[src/rtl/commit_trace_monitor.sv]
// commit_trace_monitor: collects up to NCH retired instructions per cycle into an
//    ordered trace FIFO and watches for halt, commit stalls, FIFO overflow and
//    memory read/write strobe conflicts.
// Latency: a record accepted at edge N is on trace_* after edge N (1 cycle).
// Backpressure: trace_valid/trace_ready drain. A cycle's commits are accepted
//    all-or-nothing against free space counted before the same-cycle dequeue.
//    When they do not fit they are dropped and overflow is raised.
// Optional feature macro: COMMIT_MON_RW_CHECK_EN (enables rw_conflict detection).
//
// Ports:
//    clk, rst                    clock, asynchronous active-high reset
//    commit_*                    per-channel retire bus (NCH lanes, lane 0 oldest)
//    mem_read, mem_write         memory strobes, checked only with the macro
//    trace_valid/trace_ready     head-of-FIFO handshake
//    trace_order .. rd_wdata     head record; zero while the FIFO is empty
//    halt, timeout, overflow,
//    rw_conflict                 sticky status flags, cleared only by rst
//    commit_count                total records accepted into the FIFO
module commit_trace_monitor #(
   parameter int NCH     = 2,
   parameter int DEPTH   = 16,
   parameter int TIMEOUT = 100000000
) (
   input  logic              clk,
   input  logic              rst,
   input  logic [NCH-1:0]    commit_valid,
   input  logic [NCH*32-1:0] commit_pc,
   input  logic [NCH*32-1:0] commit_pc_next,
   input  logic [NCH*32-1:0] commit_insn,
   input  logic [NCH-1:0]    commit_regf_we,
   input  logic [NCH*5-1:0]  commit_rd_addr,
   input  logic [NCH*32-1:0] commit_rd_wdata,
   input  logic              mem_read,
   input  logic              mem_write,
   output logic              trace_valid,
   input  logic              trace_ready,
   output logic [63:0]       trace_order,
   output logic [31:0]       trace_pc,
   output logic [31:0]       trace_insn,
   output logic [4:0]        trace_rd_addr,
   output logic [31:0]       trace_rd_wdata,
   output logic              halt,
   output logic              timeout,
   output logic              overflow,
   output logic              rw_conflict,
   output logic [63:0]       commit_count
);

   localparam int AW = (DEPTH > 1) ? $clog2(DEPTH) : 1;
   localparam int CW = $clog2(DEPTH + 1);
   localparam int SW = (TIMEOUT > 1) ? $clog2(TIMEOUT) : 1;
   // DEPTH is a power of two, so masking implements the modulo-DEPTH wrap.
   localparam logic [31:0]   PTR_MASK    = 32'(DEPTH - 1);
   localparam logic [SW-1:0] STALL_LIMIT = SW'(TIMEOUT - 1);

   typedef struct packed {
      logic [63:0] order;
      logic [31:0] pc;
      logic [31:0] insn;
      logic [4:0]  rd_addr;
      logic [31:0] rd_wdata;
   } rec_t;

   rec_t            mem [DEPTH];
   logic [AW-1:0]   wr_ptr;
   logic [AW-1:0]   rd_ptr;
   logic [CW-1:0]   count;
   logic [63:0]     order_ctr;
   logic [SW-1:0]   stall_cnt;

   // Per-channel record and rank among this cycle's valid channels.
   rec_t            rec  [NCH];
   logic [31:0]     rank [NCH];
   logic [31:0]     n_valid;
   logic            halt_hit;
   logic [31:0]     free_slots;
   logic            fits;
   logic            accept;
   logic            drop;
   logic            deq;
   rec_t            head;

   // Compaction: each valid lane gets rank = number of valid lanes below it,
   // which is both its order offset and its slot offset from wr_ptr.
   always_comb begin
      n_valid  = '0;
      halt_hit = 1'b0;
      for (int ch = 0; ch < NCH; ch++) begin
         rank[ch]      = n_valid;
         rec[ch].order = order_ctr + 64'(n_valid);
         rec[ch].pc    = commit_pc[ch*32 +: 32];
         rec[ch].insn  = commit_insn[ch*32 +: 32];
         // x0 writes and non-writing instructions report an empty writeback.
         if (commit_regf_we[ch] && (commit_rd_addr[ch*5 +: 5] != 5'd0)) begin
            rec[ch].rd_addr  = commit_rd_addr[ch*5 +: 5];
            rec[ch].rd_wdata = commit_rd_wdata[ch*32 +: 32];
         end else begin
            rec[ch].rd_addr  = 5'd0;
            rec[ch].rd_wdata = 32'd0;
         end
         if (commit_valid[ch]) begin
            n_valid = n_valid + 32'd1;
            if (commit_pc_next[ch*32 +: 32] == commit_pc[ch*32 +: 32]) begin
               halt_hit = 1'b1;
            end
         end
      end
   end

   // Free space is taken before this cycle's dequeue, so a full FIFO drops
   // incoming commits even while its head is being drained.
   assign free_slots = 32'(DEPTH) - 32'(count);
   assign fits       = (n_valid <= free_slots);
   assign accept     = !rst && !halt && (n_valid != 32'd0) && fits;
   assign drop       = !halt && (n_valid != 32'd0) && !fits;
   assign deq        = trace_valid && trace_ready;

   // Storage has no reset; pointers and occupancy alone define its contents.
   always_ff @(posedge clk) begin
      if (accept) begin
         for (int ch = 0; ch < NCH; ch++) begin
            if (commit_valid[ch]) begin
               mem[AW'((32'(wr_ptr) + rank[ch]) & PTR_MASK)] <= rec[ch];
            end
         end
      end
   end

   always_ff @(posedge clk or posedge rst) begin
      if (rst) begin
         wr_ptr       <= '0;
         rd_ptr       <= '0;
         count        <= '0;
         order_ctr    <= '0;
         commit_count <= '0;
         stall_cnt    <= '0;
         halt         <= 1'b0;
         timeout      <= 1'b0;
         overflow     <= 1'b0;
      end else begin
         if (accept) begin
            wr_ptr       <= AW'((32'(wr_ptr) + n_valid) & PTR_MASK);
            commit_count <= commit_count + 64'(n_valid);
         end
         if (deq) begin
            rd_ptr <= AW'((32'(rd_ptr) + 32'd1) & PTR_MASK);
         end
         count <= CW'(32'(count) + (accept ? n_valid : 32'd0) - (deq ? 32'd1 : 32'd0));

         // Orders are consumed by every pre-halt commit, dropped ones included,
         // so a gap in the trace marks exactly how many records were lost.
         if (!halt) begin
            order_ctr <= order_ctr + 64'(n_valid);
         end
         if (accept && halt_hit) begin
            halt <= 1'b1;
         end
         if (drop) begin
            overflow <= 1'b1;
         end

         // Stall watchdog freezes once the core has halted.
         if (!halt) begin
            if (commit_valid != '0) begin
               stall_cnt <= '0;
            end else if (stall_cnt == STALL_LIMIT) begin
               timeout <= 1'b1;
            end else begin
               stall_cnt <= stall_cnt + SW'(1);
            end
         end
      end
   end

   assign trace_valid    = (count != '0);
   assign head           = mem[rd_ptr];
   assign trace_order    = trace_valid ? head.order    : 64'd0;
   assign trace_pc       = trace_valid ? head.pc       : 32'd0;
   assign trace_insn     = trace_valid ? head.insn     : 32'd0;
   assign trace_rd_addr  = trace_valid ? head.rd_addr  : 5'd0;
   assign trace_rd_wdata = trace_valid ? head.rd_wdata : 32'd0;

`ifdef COMMIT_MON_RW_CHECK_EN
   // Checked regardless of halt: bus misbehaviour is worth seeing after halt too.
   always_ff @(posedge clk or posedge rst) begin
      if (rst) begin
         rw_conflict <= 1'b0;
      end else if (mem_read && mem_write) begin
         rw_conflict <= 1'b1;
      end
   end
`else
   logic unused_mem_strobes;
   assign unused_mem_strobes = mem_read ^ mem_write;
   assign rw_conflict        = 1'b0;
`endif

endmodule

[config.mk]
export PLATFORM = sky130hd
export DESIGN_NAME = commit_trace_monitor
export DESIGN_NICKNAME = d
export VERILOG_FILES = /design/src/rtl/commit_trace_monitor.sv
export SDC_FILE = /design/constraint.sdc
export NUM_CORES = 2
export LEC_CHECK = 0
export CORE_MARGIN = 1
export CORE_UTILIZATION = 30
export DETAILED_ROUTE_END_ITERATION = 16
export PLACE_DENSITY = 0.51
export SLEW_MARGIN = 20
export SYNTH_ARGS = -nofsm -noshare
export SYNTH_HDL_FRONTEND = slang
export SYNTH_SLANG_ARGS = --single-unit
[constraint.sdc]
create_clock -name clk -period 19.11 [get_ports clk]
set_clock_uncertainty 0.1 [all_clocks]
set_input_delay 4.7775 -clock clk [delete_from_list [all_inputs] [get_ports clk]]
set_output_delay 4.7775 -clock clk [all_outputs]
set_load 0.02 [all_outputs]
# Yosys cells after proc, flatten, opt, wreduce, memory -nomap -nowiden
# Memories as Yosys holds them, arrays and structs flattened.
# Index checks and enable logic that the tools add are counted.
[word_totals]
output_inout_bits = 234
latch_bits = 0
in_bits = 275
mem_count = 1
mem_bits_ro = 0
reg_bits = 171
ramBits = 2640
[classes]
n_reduce_logical = 19
mul = 0
mux = 23
n_eq_ne = 4
div = 0
bitwise_logic = 2
shifts = 0
addsub = 11
magnitude_cmp = 1
[memory_table]
columns = ["name", "depth", "word_bits", "read_ports", "rd_clocked_by_memory_dff", "wr", "line", "text"]
rows = [
  ["mem", 16, 165, 1, 0, 2, "64", "rec_t mem [DEPTH];"],
]
[ops]
columns = ["op", "count"]
rows = [
  ["$add 64x32->64", 3],
  ["$mux 32", 4],
  ["$mux 37", 2],
  ["$eq 32x32->1", 2],
  ["$mux 64", 1],
  ["$mux 27", 2],
  ["$add 32x1->32 const B", 1],
  ["$le 32x32->1", 1],
  ["$reduce_bool 32->1", 1],
  ["$add 27x1->27 const B", 1],
  ["$eq 27x27->1 const B", 1],
  ["$reduce_bool 5->1", 3],
  ["$mux 1", 12],
  ["$mux 5", 2],
  ["$logic_and 1x1->1", 9],
  ["$add 4x4->4", 2],
  ["$sub 5x5->6 const A", 1],
  ["$add 5x5->5", 1],
  ["$sub 5x1->5", 1],
  ["$add 4x1->4 const B", 1],
  ["$logic_not 1->1", 3],
  ["$reduce_and 3->1", 1],
  ["$ne 2x2->1 const B", 1],
  ["$not 1->1", 2],
  ["2 further kinds", 2],
]

# Longest topological paths before layout
[depth]
ltp_word = 9
depth_mapped = 18

# Worst setup path after synthesis
# Ideal clock, no wire load.
[synth_path]
path_kind = "input to register"
start = "input port rst"
end = "memory mem[11][0] (netlist name) (enable)"
path_buffers = 1
slack_ns = -3.620
t_arrival_ns = 21.698
setup_time_ns = 0.932
stages = 6
path_cell_list = "inv_1 nand2_1 a31oi_1 buf_2 nand3_1 o31ai_1"
[synth_lines]
columns = ["element", "line", "text"]
rows = [
  ["start, declared", "25", "input logic rst,"],
  ["end, declared", "64", ""],
]

# Worst setup path in the final report
[layout_path]
start = "register rd_ptr[1]"
end = "output port trace_order[15]"
[layout_via]
elab_chain_len = 2
[layout_rtl]
columns = ["element", "line", "text"]
rows = [
  ["start, declared", "66", "logic [AW-1:0] rd_ptr;"],
  ["start signal, assigned", "146", "rd_ptr <= AW'((32'(rd_ptr) + 32'd1) & PTR_MASK);"],
  ["$mem_v2 16x165", "--", ""],
  ["$mux 64", "177", "assign trace_order = trace_valid ? head.order : 64'd0;"],
  ["end, declared", "37", "output logic [63:0] trace_order,"],
]
# Every way passes these cells.

==> qor.yml <==
hp-class: "register to register"
port_buffers: 505
final_nets: 12470
syn-num-nets: 12720
final_layout_size_suffix_gt1_share_pct: 12.79
setup.worst_path.class: "register to output pin"
timing_hold_violations_final: 0
share_comb_of_total_power_pct: 35.2
fin_cells: 18850
h-tree-depth: 5
ys_seq_area_share_pct: 58.27
grt_overflow: 0
fmax_ghz: 0.08713
cts_tree: "yes"
gr-usage-all-layers_pct: 21.39
clk_pin_slew_ns: 0.06
grt_pass1_wl_mm: 739.4
grt_busiest_layer: "met2"
antenna_left: 0
place_congestion: 0.7925
wire_per_inst_um: 28.07
start_kind: "register"
syn_avg_cell_area_um2: 11.55
switching_share_pct: 34.24
use_met3_pct: 3.201
ios: 509
synthArstFlopShare_pct: 6.083
final_area_um2: 164400
clock_latency_ns: 0.97
drc_errors: 0
layout_common_cells: "nand2_1 (4270), edfxtp_1 (2640), mux4_2 (825)"
cts_setup_buffers: 0
rows: 253
postRouteWirelength_mm: 529.1
cts_made_buffers: 329
drt_iter0_markers: 11790
cts_root_buf: "clkbuf_16"
hold_buffers: 0
outcome: "finished clean"
ys_warn_count: 0
fp.dieH_um: 693.4
r2r-start: "order_ctr[0]$_DFFE_PP0N_"
drt_first_pass_iters: 5
fin_crit_ns: 11.48
peakVddDrop_mv: 0.1174
startpoint: "rd_ptr[1]$_DFFE_PP0P_"
antenna_found_initial: 59
grt_max_degree: 141
total_power_mw: 21.27
max_slew_margin_pct: 20.32
die_w_um: 693.4
grt_setup_unrepaired: "false"
area_growth_pct: 14.67
clock_path_buffers: 4
first_global_vias: 94080
crit_required_ns: 14.23
drv_cap: 0
grtUsageMet2_pct: 35.06
cp_data_arrival_time_ns: 6.60
setup_viol: 0
hold_start: "commit_count[63]$_DFFE_PP0N_"
viasPerCell: 5.149
die_area_um2: 480800
initial_utilization_pct: 30.16
crit_fanout: 56
synthCells: 12420
p_int_mw: 13.98
synth-seq-cells: 2811
ys_types: 59
finalCritPeriodShare_pct: 60.06
syn_area_um2: 143400
net-switching-power_mw: 7.283
place_area_um2: 153900
dpl.cell_count: 18210
crit_path_end_kind: "output pin"
core_area_um2: 475500
drv_slew: 0
p_seq_share_pct: 35.5
p_per_area_nw_per_um2: 129.3
synth_edf_count: 2640
clkPwrFrac_pct: 29.3
final_common_cell: "nand2_1"
hpwl_mm: 277.4
cts-resized-gates: 0
worstMarginPinSlew_ns: 1.195
cts.sinks: 2811
vias: 97050
p_leak_nw: 58.93
ys.flop_type: "edfxtp_1"
met1_usage_pct: 29.39
power by group through the flow:
stage | logic, mW | registers, mW | clock network (mW)
CTS | 7.60 | 7.56 | 6.31
global route | 7.86 | 7.59 | 6.52
global placement | 7.56 | 7.68 | 0
detailed placement | 7.58 | 7.68 | 0
floorplan | 4.47 | 7.78 | 0
finish | 7.49 | 7.56 | 6.22
registers in the layout (all words and copies together), names as in the netlist:
signal	cells
count	5
order_ctr	64
stall_cnt	27
timeout	1
rd_ptr	4
overflow	1
wr_ptr	4
mem	2640
commit_count	64
halt	1
final timing paths:
kind / slack [ns] / to / cells after the start
setup / recovery: 7.63 / trace_order[15] / 7
setup reg to reg: 12.52 / mem[4][157]$_DFFE_PP_ / 9
min in group asynchronous: 4.19 / commit_count[30]$_DFFE_PP0N_ / 2
hold / removal: 0.38 / commit_count[63]$_DFFE_PP0N_ / 1
max in group asynchronous: 13.32 / rd_ptr[1]$_DFFE_PP0P_ / 3
hold reg to reg: 0.38 / commit_count[63]$_DFFE_PP0N_ / 1
cell families (layout without fill, tap and decap cells):
| kind of cell | Yosys count | count (layout) | share of synthesized area [%] |
|---|---|---|---|
| AO/OA/AOI/OAI | 865 | 865 | 3.096 |
| XOR/XNOR | 1010 | 1010 | 6.169 |
| adder cells (fa/ha/maj) | 30 | 30 | 0.2827 |
| buffers and inverters | 1336 | 1354 | 3.671 |
| flip-flops | 2811 | 2811 | 58.27 |
| multiplexers | 834 | 834 | 13.02 |
| other | 1 | 41 | 0.002615 |
| AND/OR/NAND/NOR | 5528 | 5528 | 15.49 |
Yosys cell counts, types with 19 or more instances:
master    number  area, um2
buf_1        201      754.5
and2_1       194       1214
dfrtp_1      171       4279
and3_1        45      281.5
clkbuf_1     923       3465
o21ai_0      817       4089
nand2_1     4270      16030
edfxtp_1    2640      79280
inv_1         30      112.6
mux4_2       825      18580
nor4_1        19      118.9
nor2_1       679       2549
nand3_1      102      510.5
nand4_1       89      556.8
buf_2        175      875.8
xor2_1       650       5693
and4_1        22      192.7
ha_1          26      325.3
xnor2_1      360       3153
nor3_1        29      145.1
area by class of cell:
class	count	area, um2
clock inverter	171	1520
clock buffer	424	8795
multi-input combinational	8268	55220
fill	46220	311000
tap	6375	7976
timing repair buffer	729	7119
sequential	2811	83570
inverter	30	127.6
antenna	40	100.1
critical path, stage by stage (launching register included):
cell	delay [ns]
dfrtp_4	0.96
buf_4	0.90
buf_4	0.87
buf_4	0.89
mux4_2	0.43
mux4_2	0.59
and2_1	0.26
clkdlybuf4s50_1	0.56
per-layer routing:
metal	part of all wire (%)	vias up
li1	-	42520
met1	42	49130
met2	47	4566
met3	8.0	814
met4	3.0	16
met5	0.020	-
stage by stage:
| step | utilization, % | TNS (ns) | hold slack (ns) | setup slack, ns |
|---|---|---|---|---|
| after global placement | 32.36 | 0 | 0.3658 | 7.142 |
| after floorplan | - | -8756.33 | 0.3643 | -3.620 |
| final | 34.58 | 0 | 0.3785 | 7.633 |
| after detailed placement | 32.37 | 0 | 0.3626 | 7.124 |
| after global routing | 34.58 | 0 | 0.4001 | 7.466 |
| after CTS | 34.54 | 0 | 0.3836 | 7.519 |
(Power assumes the default switching activity.)
